[src/rtl/cim_sched.sv]
// cim_sched: periodic sample scheduler and frame-tagging FIFO for the CIM integrator chain.
// Ports:
//   clk, rst_n          clock, asynchronous active-low reset
//   enable, period      run request and sample interval (latched when leaving IDLE)
//   sample              one-cycle snapshot strobe to the integrator chain
//   sr_out, sr_val      shift-out words returned by the chain
//   buf_data/first/valid, buf_ready   show-ahead FIFO head and consumer pop
//   frame_done          pulse after the last word of a frame is taken
//   overrun, frame_err  sticky error flags, cleared by err_clr
module cim_sched #(
  parameter int dw    = 32,
  parameter int nword = 34,
  parameter int pw    = 16,
  parameter int aw    = 3
) (
  input  logic          clk,
  input  logic          rst_n,
  input  logic          enable,
  input  logic [pw-1:0] period,
  output logic          sample,
  input  logic [dw-1:0] sr_out,
  input  logic          sr_val,
  output logic [dw-1:0] buf_data,
  output logic          buf_first,
  output logic          buf_valid,
  input  logic          buf_ready,
  output logic          frame_done,
  output logic          overrun,
  output logic          frame_err,
  input  logic          err_clr
);
  localparam int cw = $clog2(nword + 1);
  localparam int depth = 1 << aw;
  localparam logic [pw-1:0] minp = pw'(nword + 2);
  localparam logic [cw-1:0] lastw = cw'(nword - 1);

  typedef enum logic [1:0] {IDLE, RUN, DRAIN} state_t;

  state_t        state_q;
  logic [pw-1:0] pcnt_q, rld_q, rld_d;
  logic [cw-1:0] wcnt_q;
  logic          sample_q, open_q, frame_done_q, overrun_q, frame_err_q;
  logic [aw:0]   wr_q, rd_q;
  logic [dw:0]   mem_q [depth];
  logic [dw:0]   head;
  logic          push, pop, full, empty, wr_en, last;

  // The period never drops below one full frame plus turnaround.
  assign rld_d = (period < minp ? minp : period) - pw'(1);

  assign push  = sr_val && open_q;
  assign last  = wcnt_q == lastw;
  assign empty = wr_q == rd_q;
  assign full  = (wr_q - rd_q) == {1'b1, {aw{1'b0}}};
  assign pop   = !empty && buf_ready;
  // A full FIFO still accepts a word when the head leaves in the same cycle.
  assign wr_en = push && (!full || pop);
  assign head  = mem_q[rd_q[aw-1:0]];

  assign sample     = sample_q;
  assign buf_valid  = !empty;
  assign buf_data   = empty ? '0 : head[dw-1:0];
  assign buf_first  = !empty && head[dw];
  assign frame_done = frame_done_q;
  assign overrun    = overrun_q;
  assign frame_err  = frame_err_q;

  always_ff @(posedge clk) begin
    if (wr_en) mem_q[wr_q[aw-1:0]] <= {wcnt_q == '0, sr_out};
  end

  always_ff @(posedge clk or negedge rst_n) begin
    if (!rst_n) begin
      state_q      <= IDLE;
      pcnt_q       <= '0;
      rld_q        <= '0;
      sample_q     <= 1'b0;
      wcnt_q       <= '0;
      open_q       <= 1'b0;
      frame_done_q <= 1'b0;
      overrun_q    <= 1'b0;
      frame_err_q  <= 1'b0;
      wr_q         <= '0;
      rd_q         <= '0;
    end else begin
      sample_q <= 1'b0;
      case (state_q)
        IDLE: if (enable) begin
          state_q <= RUN;
          rld_q   <= rld_d;
          pcnt_q  <= rld_d;
        end
        // A strobe already on the wire counts as an open frame for draining.
        RUN: if (!enable) state_q <= (open_q || sample_q) ? DRAIN : IDLE;
        else if (pcnt_q == '0) begin
          pcnt_q   <= rld_q;
          sample_q <= 1'b1;
        end else pcnt_q <= pcnt_q - pw'(1);
        DRAIN: if (!open_q && !sample_q) state_q <= IDLE;
        default: state_q <= IDLE;
      endcase
      if (push) wcnt_q <= wcnt_q + cw'(1);
      if (push && last) open_q <= 1'b0;
      // A new strobe always restarts the frame, even over an unfinished one.
      if (sample_q) begin
        wcnt_q <= '0;
        open_q <= 1'b1;
      end
      frame_done_q <= push && last;
      if (wr_en) wr_q <= wr_q + (aw+1)'(1);
      if (pop) rd_q <= rd_q + (aw+1)'(1);
      overrun_q   <= (push && full && !pop) || (overrun_q && !err_clr);
      frame_err_q <= (sr_val && !open_q) || (sample_q && open_q) || (frame_err_q && !err_clr);
    end
  end
endmodule
[config.mk]
export PLATFORM = sky130hd
export DESIGN_NAME = cim_sched
export DESIGN_NICKNAME = d
export VERILOG_FILES = /design/src/rtl/cim_sched.sv
export SDC_FILE = /design/constraint.sdc
export NUM_CORES = 1
export LEC_CHECK = 0
export CORE_AREA = 2 2 208 108
export CTS_CLUSTER_SIZE = 25
export DETAILED_ROUTE_END_ITERATION = 12
export DIE_AREA = 0 0 210 110
export MAX_ROUTING_LAYER = met4
export PLACE_DENSITY_LB_ADDON = 0.2
export RECOVER_POWER = 25
export SYNTH_ARGS = -nofsm -noshare
export SYNTH_HDL_FRONTEND = slang
export SYNTH_SLANG_ARGS = --single-unit
[constraint.sdc]
create_clock -name clk -period 13.2 [get_ports clk]
set_input_delay 1.32 -clock clk [delete_from_list [all_inputs] [get_ports clk]]
set_output_delay 1.32 -clock clk [all_outputs]
set_load 0.005 [all_outputs]
# --- Yosys cells after proc, flatten, opt, wreduce, memory -nomap -nowiden ---
# Memories as Yosys holds them, arrays and structs flattened.
# Cells that the tools add are included.
classes:
  add_sub_neg: 6
  multipliers: 0
  div_mod_pow: 0
  n_lt_le_gt_ge: 1
  n_eq_ne: 9
  n_shift: 0
  n_mux: 20
  n_bitwise: 0
  reduce_logical: 32
ops:
  columns: ["cell", "count"]
  rows:
  - ["$mux 16", 4]
  - ["$mux 32", 1]
  - ["$pmux 16 s2", 1]
  - ["$sub 16x1->16 const B", 2]
  - ["$logic_not 16->1", 1]
  - ["$lt 16x6->1 const B", 1]
  - ["$logic_and 1x1->1", 12]
  - ["$mux 6", 2]
  - ["$add 4x1->4 const B", 2]
  - ["$mux 2", 4]
  - ["$ne 2x2->1 const B", 4]
  - ["$mux 1", 7]
  - ["$add 6x1->6 const B", 1]
  - ["$eq 6x6->1 const B", 1]
  - ["$logic_not 1->1", 6]
  - ["$logic_not 6->1", 1]
  - ["$pmux 2 s3", 1]
  - ["$reduce_and 3->1", 2]
  - ["$reduce_bool 2->1", 3]
  - ["$logic_or 1x1->1", 5]
  - ["$eq 4x4->1", 1]
  - ["$eq 4x4->1 const B", 1]
  - ["$sub 4x4->4", 1]
  - ["$eq 2x1->1 const B", 1]
  - ["3 further kinds", 3]
totals:
  register_bits: 53
  latchBits: 0
  mem_bits_rw: 264
  rom_bits: 0
  input_bits: 54
  out_inout_bits: 38
  word_cells: 80
  memories: 1
mem_list:
  columns: ["memory", "words", "width", "read_ports", "rd_clocked_by_memory_dff", "write_ports", "line", "rtl"]
  rows:
  - ["mem_q", 8, 33, 1, 0, 1, "44", "logic [dw:0] mem_q [depth];"]

# --- Logic depth before layout (Yosys ltp) ---
# Gate-level depths: netlist of the first run.
depth:
  ltp_word: 7
  mapped_depth: 11
  ltp_nobuf: 9

# --- Least setup slack after synthesis of the first run ---
# OpenSTA, ideal clock, no wires.
synth_timing:
  path_type: "register -> register"
  startpoint: "reg rd_q[1]"
  endpoint: "mem mem_q[2][0] (netlist bit), enable pin"
  setup_ns: 0.518
  arrival_ns: 5.612
  t_required_ns: 12.682
  slack_ns: 7.070
  stages_incl_launch_ff: 10
  path_buffers: 3
  synth_period_minus_slack_ns: 6.130
  cell_sequence: "dfrtp_1 -> clkbuf_1 -> clkbuf_1 -> clkbuf_1 -> inv_1 -> ha_1 -> nor2b_1 -> o211ai_1 -> o211ai_2 -> nor4b_1"
synth_between:
  elab_chain_len: 7
  word_cells_on_any_way: 10
  cone_classes: "add/sub: 1; eq/ne: 2; mux: 2; reduce/logical: 5"
synth_lines:
  columns: ["element", "line", "rtl"]
  rows:
  - ["start, declared", "43", "logic [aw:0] wr_q, rd_q;"]
  - ["start signal, assigned", "111", "if (pop) rd_q <= rd_q + (aw+1)'(1);"]
  - ["$sub 4x4->4 or $eq 4x4->1 (tied branches)", "54, 53", null]
  - ["$eq 4x4->1 or $logic_not 1->1 (tied branches)", "54, 55", null]
  - ["$logic_not 1->1 or $logic_and 1x1->1 (tied branches)", "57, 55", null]
  - ["$logic_or 1x1->1 *", "57", "assign wr_en = push && (!full || pop);"]
  - ["$logic_and 1x1->1 *", "57", null]
  - ["$mux 1 *", "69", "if (wr_en) mem_q[wr_q[aw-1:0]] <= {wcnt_q == '0, sr_out};"]
  - ["$mux 1 (not written as such) *", "69", null]
  - ["end, declared", "44", null]
# Every way passes the cells marked *; elsewhere a longest branch is shown, timed or not.

# --- Worst setup path after layout of the first run ---
layout_timing:
  startpoint: "reg rd_q[2]"
  endpoint: "out buf_valid"
layout_between:
  elab_chain_len: 2
layout_lines:
  columns: ["element", "line", "rtl"]
  rows:
  - ["$eq 4x4->1", "53", "assign empty = wr_q == rd_q;"]
  - ["$logic_not 1->1", "61", "assign buf_valid = !empty;"]
  - ["end, declared", "25", "output logic buf_valid,"]
# Every way passes these cells.

==> flow_summary.toml, run 1 <==
[placement]
hpwl_reported_at_the_end_of_detailed_placement_mm = 17.15
place.port_buffers = 91
placement.setup.worst_slack_ns = 8.660
place_congestion = 0.9034

[setup_path]
crit_fanout = 36
worstPathArrival_ns = 3.55
worstSetupEndpointType = "output port"
crit_type = "register to output port"
startpoint_kind_of_the_worst_setup_timing_path = "register"
reg2reg_slack_ns = 9.74
required_ns = 11.88

[drt]
drt_drc_violations_left = 0
drtIter0Drc = 868
vias = 7714
detail_route.first_pass.iterations = 5
number_of_routed_nets_with_antenna_violations = 0
drt-total-wl_mm = 29.03
detail_route.wl_per_cell_um = 24.20
via_per_inst = 6.428

[power_and_ir_drop]
leakagePower_uw = 0.005269
switching_power_uw = 1115
switching_share = 0.3183
p_int_uw = 2388
power_frac_seq = 0.408
clkPwrFrac = 0.241
comb_power_share = 0.351
power.density_cell_area_nw_per_um2 = 228.5
vdd_drop_max_v = 0.0001276

[timing]
final.period_utilization = 0.3691
timing.final.max_slew_violations = 54
least_setup_slack_across_all_paths_after_layout_ns = 8.327
finalSetupTns_ns = 0
tightestPinTransition_ns = 2.966
report.final.hold_viol_count = 0
timing.fmax_mhz = 205.2
setup_viol = 0
clk_skew_ns = 0.01152
unrepaired_setup_endpoints_after_global_routing = "false"
post-route-min-period_ns = 4.873
worst_slew_margin_rel = -0.9775

[floorplanning]
fp.dieArea_sq_um = 23100
fp.dieW_um = 210
initial_utilization = 0.6190
floorplan.io_pins = 92
core-area_sq_um = 21250
floorplan.rows = 38
die_y_um = 110

[yosys]
yosys.area.top_type = "edfxtp_1"
synth-adder-area-share = 0.01046
synth_enable_flop_cells = 264
synth-compound-area-share = 0.05469
syn-num-nets = 871
netlist_instances = 806
yosysUniqueCellTypes = 67
synthesized_area_fraction_occupied_by_and_or_nand_nor_cells = 0.07761
yosysWarningCount = 0
syn-mean-instance-area_sq_um = 16.32
ys_async_sr_fraction = 0.1672
yosysTopAreaCellShare = 0.6026
yosysSeqAreaShare = 0.7034
synth-seq-cells = 317
post_synth_mux_area_share = 0.1204
ys_top_cells_by_area = "edfxtp_1 (60%), mux4_2 (11%), dfrtp_1 (10%)"
synth-main-ff-cell = "edfxtp_1"
post_synthesis_cell_area_sq_um = 13160
yosys.area_share.xor_xnor = 0.01465
dominant_combinational_cell_family_by_area_after_synthesis = "multiplexers"

[clock_tree]
number_of_buffers_created_by_cts = 27
post-cts-setup-buffers = 0
tritoncts_num_sinks = 317
clk_root_buffer_cell = "clkbuf_16"
cts.reportedPaths.clkPinSlew_ns = 0.07
htree_levels = 1
clock_tree_from_tritoncts = "done"
ctsHoldBuffers = 0
cts_repair_resize_count = 0
clockBufferDepth = 3
clock_insertion_delay_worst_skew_ns = 0.55

[grt]
grt_remaining_overflow = 0
first_pass_grt_wire_length_mm = 45.06
antenna_found_initial = 1
globalRouteTotalUtil = 0.2721
maximum_number_of_pins_on_one_net_before_global_route_repair = 70
first_global_vias = 7548

[hold_path]
worst_hold_path_type = "register to register"

[finish]
most_common_library_cell_in_the_layout_ignoring_fill_and_taps = "edfxtp_1"
area_growth_syn_to_layout_pct = 16.53
drive_gt1_frac = 0.1534
final_nets = 963
layout.cells.most_common_list = "edfxtp_1 (264), nand2_1 (99), clkdlybuf4s50_1 (73)"

[job]
cap_viol_max_count = 1

[run_status]
status = "complete, but fails checks"
violations_in_the_final_reports = "capacitance limit, slew limit"
-- synthesized netlist by cell type (all sizes together), types with 2 or more instances --
| cell | number |
|---|---|
| nor2 | 33 |
| nand2b | 2 |
| edfxtp | 264 |
| nand3b | 2 |
| and3 | 4 |
| o32ai | 2 |
| o21ai | 13 |
| a21oi | 47 |
| o211ai | 5 |
| a311oi | 2 |
| mux2 | 3 |
| xnor2 | 9 |
| nor3 | 23 |
| o31ai | 3 |
| buf | 12 |
| a221o | 4 |
| nand3 | 5 |
| nor2b | 4 |
| nor4 | 5 |
| a2bb2oi | 2 |
| mux2i | 6 |
| a31oi | 5 |
| a211oi | 3 |
| mux4 | 66 |
| o2111ai | 2 |
| nand4b | 4 |
| or3 | 4 |
| or2 | 5 |
| and2 | 2 |
| nor4bb | 2 |
| nand4 | 5 |
| or4 | 3 |
| inv | 17 |
| clkbuf | 31 |
| ha | 11 |
| o311ai | 3 |
| a21o | 7 |
| dfrtp | 53 |
| xor2 | 13 |
| nand2 | 99 |
| o41ai | 3 |
-- stage by stage --
step           utilization  power [uW]  area (sq um)  hold slack, ns  instances
2_1_floorplan            -        2166         13160          0.4471        806
6_report            0.7213        3504         15330          0.4871       1200
3_3_place_gp        0.6776        2626         14400          0.4647       1149
5_1_grt             0.7213        3671         15330          0.4949       1200
3_5_place_dp        0.6776        2671         14400          0.4671       1149
4_1_cts             0.7214        3523         15330          0.4839       1199
-- kinds of logic (layout without fill, tap and decap cells) --
family,Yosys count,in the layout
DFF,317,317
buffers and inverters,61,174
xor gates and xnor gates,22,22
and+or+nand+nor,209,209
adders and majority gates,11,11
muxes,75,75
other,0,1
AOI/OAI and AO/OA,111,111
-- critical path, stage by stage (launching register included) --
cell	delay, ns
dfrtp_1	0.34
buf_4	0.42
clkinv_1	0.18
ha_1	0.38
nand3_1	0.13
nor2_4	0.84
inv_1	0.20
clkdlybuf4s50_1	0.52
-- power groups by stage --
stage | combinational [uW] | clock [uW] | sequential, uW
4_1_cts | 1240 | 858 | 1430
6_report | 1230 | 846 | 1430
5_1_grt | 1330 | 889 | 1450
3_3_place_gp | 1200 | 0 | 1430
2_1_floorplan | 769 | 0 | 1400
3_5_place_dp | 1230 | 0 | 1450
-- sequential cells by signal, indices dropped and copies added (netlist names) --
register / cells
sample: 1
mem_q: 264
state_q: 2
open_q: 1
frame_err: 1
frame_done: 1
rld_q: 16
wcnt_q: 6
rd_q: 4
wr_q: 4
pcnt_q: 16
overrun: 1
-- layout make-up --
type                    count  area (sq um)
flip-flops and latches    317          9259
fillers                  1310          5923
multi-input cells         428          3706
repair buffers            106          1015
clock buffers              33         698.2
well taps                 280         350.3
clock inverters            17         231.5
inverters                  18         67.56
diodes                      1         2.502
-- final timing paths --
kind                           endpoint     start  depth (start not counted)
setup / recovery              buf_valid   rd_q[2]                          7
min in group asynchronous     rld_q[13]     rst_n                          2
setup reg to reg           mem_q[7][17]   rd_q[2]                          8
hold reg to reg                rld_q[5]  rld_q[5]                          1
max in group asynchronous       rd_q[0]     rst_n                          2
hold / removal                 rld_q[5]  rld_q[5]                          1
-- layer usage --
layer,wire [um],part of all wire,track usage
met1,13120,0.45,0.4160
met2,12850,0.44,0.3918
met3,2529,0.087,0.04646
met4,535,0.018,0.06079
met5,0,0,-
Power figures use the tool's default switching activity.
==> run 2, diff against run 1 <==
CORE_AREA = 2 2 226 117   (was 2 2 208 108)
DIE_AREA = 0 0 228 119   (was 0 0 210 110)
clock period = 4.44 ns   (was 13.2 ns; I/O delays follow)
==> run 2 against run 1 <==
Worst hold slack got worse by 0.0058 ns; combinational power increased to 3.0 times the previous value; sequential share of layout area decreased by 0.75 points; first-iteration DRC count down 11%; cell area up 1.3%; wire length is 0.32% lower; the flow now finishes without violations; sequential power grew to 3.0 times the previous value; die area rose by 17%; via count down 0.38%; critical path depth shrank 1; non-clock buffer count increased by 13; power grew to 2.9 times the previous value.
==> flow_summary.toml, run 2 (same netlist as run 1, synthesis figures left out) <==
[run_status]
status = "finished clean"

[grt]
globalRouteTotalUtil = 0.2229
antenna_found_initial = 2
grt_remaining_overflow = 0
maximum_number_of_pins_on_one_net_before_global_route_repair = 70
first_global_vias = 7652
first_pass_grt_wire_length_mm = 44.71

[finish]
ff_latch_area_sq_um = 9259
area_growth_syn_to_layout_pct = 18.00
area_of_the_multi_input_gates_sq_um = 3734
final_nets = 977
largest_register_ff_count = 264
finalNonFillerCells = 1288
drive_gt1_frac = 0.1702
postLayoutCoreUtil = 0.6078
most_common_library_cell_in_the_layout_ignoring_fill_and_taps = "edfxtp_1"
fillerInstances = 1887
layout.cells.most_common_list = "edfxtp_1 (264), nand2_1 (99), clkdlybuf4s50_1 (68)"

[timing]
timing.final.max_slew_violations = 0
clk_skew_ns = 0.008876
setup_viol = 0
timing.fmax_mhz = 250.7
post-route-min-period_ns = 3.988
tightestPinTransition_ns = 1.128
worst_slew_margin_rel = 0.2463
unrepaired_setup_endpoints_after_global_routing = "false"
report.final.hold_viol_count = 0
timing.hold.ws_ns = 0.4813
final.period_utilization = 0.8982

[drt]
detail_route.first_pass.iterations = 5
drtIter0Drc = 770
drt-total-wl_mm = 28.94
drt_drc_violations_left = 0
detail_route.wl_per_cell_um = 22.47
via_per_inst = 5.967
vias = 7685
number_of_routed_nets_with_antenna_violations = 0

[floorplanning]
die_y_um = 119
core-area_sq_um = 25540
floorplan.io_pins = 92
fp.dieArea_sq_um = 27130
floorplan.rows = 42
initial_utilization = 0.5151
fp.dieW_um = 228

[clock_tree]
cts.reportedPaths.clkPinSlew_ns = 0.07
number_of_buffers_created_by_cts = 28
clock_insertion_delay_worst_skew_ns = 0.55
clk_root_buffer_cell = "clkbuf_16"
tritoncts_num_sinks = 317
clock_tree_from_tritoncts = "done"
clockBufferDepth = 3
htree_levels = 1
post-cts-setup-buffers = 0

[setup_path]
required_ns = 4.00
cp_common_cell = "inv_1"
critical-path-max-stage-delay_ns = 0.88
cp_cell_sequence = "inv_1, ha_1, nand3_1, nor2_4, inv_1, clkdlybuf4s50_1"
worstSetupEndpointType = "output port"
cp_slowest_cell = "nor2_4"
startpoint_kind_of_the_worst_setup_timing_path = "register"
crit_fanout = 34
crit_type = "register to output port"
worstPathArrival_ns = 3.54

[job]
cap_viol_max_count = 0

[power_and_ir_drop]
vdd_drop_max_v = 0.0004920
power.density_cell_area_nw_per_um2 = 664.0
leakagePower_uw = 0.005343

[placement]
place_congestion = 0.9303
numPlacedInstances = 1233
hpwl_reported_at_the_end_of_detailed_placement_mm = 17.66
place.port_buffers = 91

[hold_path]
worst_hold_path_type = "input port to async pin"
==> run 2: cell count changes in the layout (fill, tap and decap cells not counted), sizes merged <==
cell,before,now
bufinv,6,1
inv,18,17
clkinv,10,11
buf,15,28
dlygate4sd3,17,23
diode,1,2
clkbuf,34,39
clkinvlp,1,2
clkdlybuf4s50,73,68
==> run 2: timing repair <==
action	4_1_cts	5_1_grt
endpoints found under the hold margin	30	0
resized for setup	0	0
hold buffers	1	0
==> run 2: metal layers <==
metal | up-vias | GRT usage | share of wire
met5 | - | - | 0
met4 | 0 | 0.04167 | 0.015
met3 | 38 | 0.04023 | 0.079
met2 | 322 | 0.3295 | 0.45
met1 | 3957 | 0.3316 | 0.46
li1 | 3368 | - | -
==> run 2: critical path, delay by kind of cell, from the launching register on <==
family	cells	cell delay, ns
and+or+nand+nor	2	1.03
adders and majority gates	1	0.37
DFF	1	0.64
buffers and inverters	3	0.95
==> run 2: power breakdown <==
part	switching, uW	total (uW)	internal, uW
Sequential	352	4220	3870
Clock	1050	2370	1320
Combinational	1910	3710	1800
==> run 2: path summary, 6_finish.rpt <==
| kind | slack, ns | endpoint | cells past startpoint | startpoint |
|---|---|---|---|---|
| max reg2reg | 1.07 | mem_q[3][19] | 8 | wr_q[0] |
| min in group clk | 0.48 | rld_q[15] | 2 | rld_q[15] |
| min | 0.48 | rld_q[12] | 2 | rst_n |
| max in group asynchronous | 3.13 | rd_q[0] | 3 | rst_n |
| min reg2reg | 0.48 | rld_q[15] | 2 | rld_q[15] |
| max | 0.45 | buf_valid | 6 | wr_q[0] |
==> run 2: stage by stage <==
stage / setup TNS (ns) / total power, uW / instance area [sq um] / setup WS, ns
floorplan: -125.43 / 6442 / 13180 / -1.380
global placement: 0 / 7889 / 14610 / 0.9665
detailed placement: 0 / 8017 / 14610 / 0.8018
CTS: 0 / 10410 / 15520 / 0.4142
global route: 0 / 10820 / 15520 / 0.2830
finish: 0 / 10310 / 15520 / 0.4518
==> run 2: final cells by class <==
type                            instances  share of cell area
Antenna cell                            2           0.0003224
Clock inverter                         13            0.006126
Multi-Input combinational cell        428              0.2405
Sequential cell                       317              0.5965
Tap cell                              352             0.02837
Clock buffer                           39             0.05175
Timing Repair Buffer                  119             0.07206
Inverter                               18            0.004353
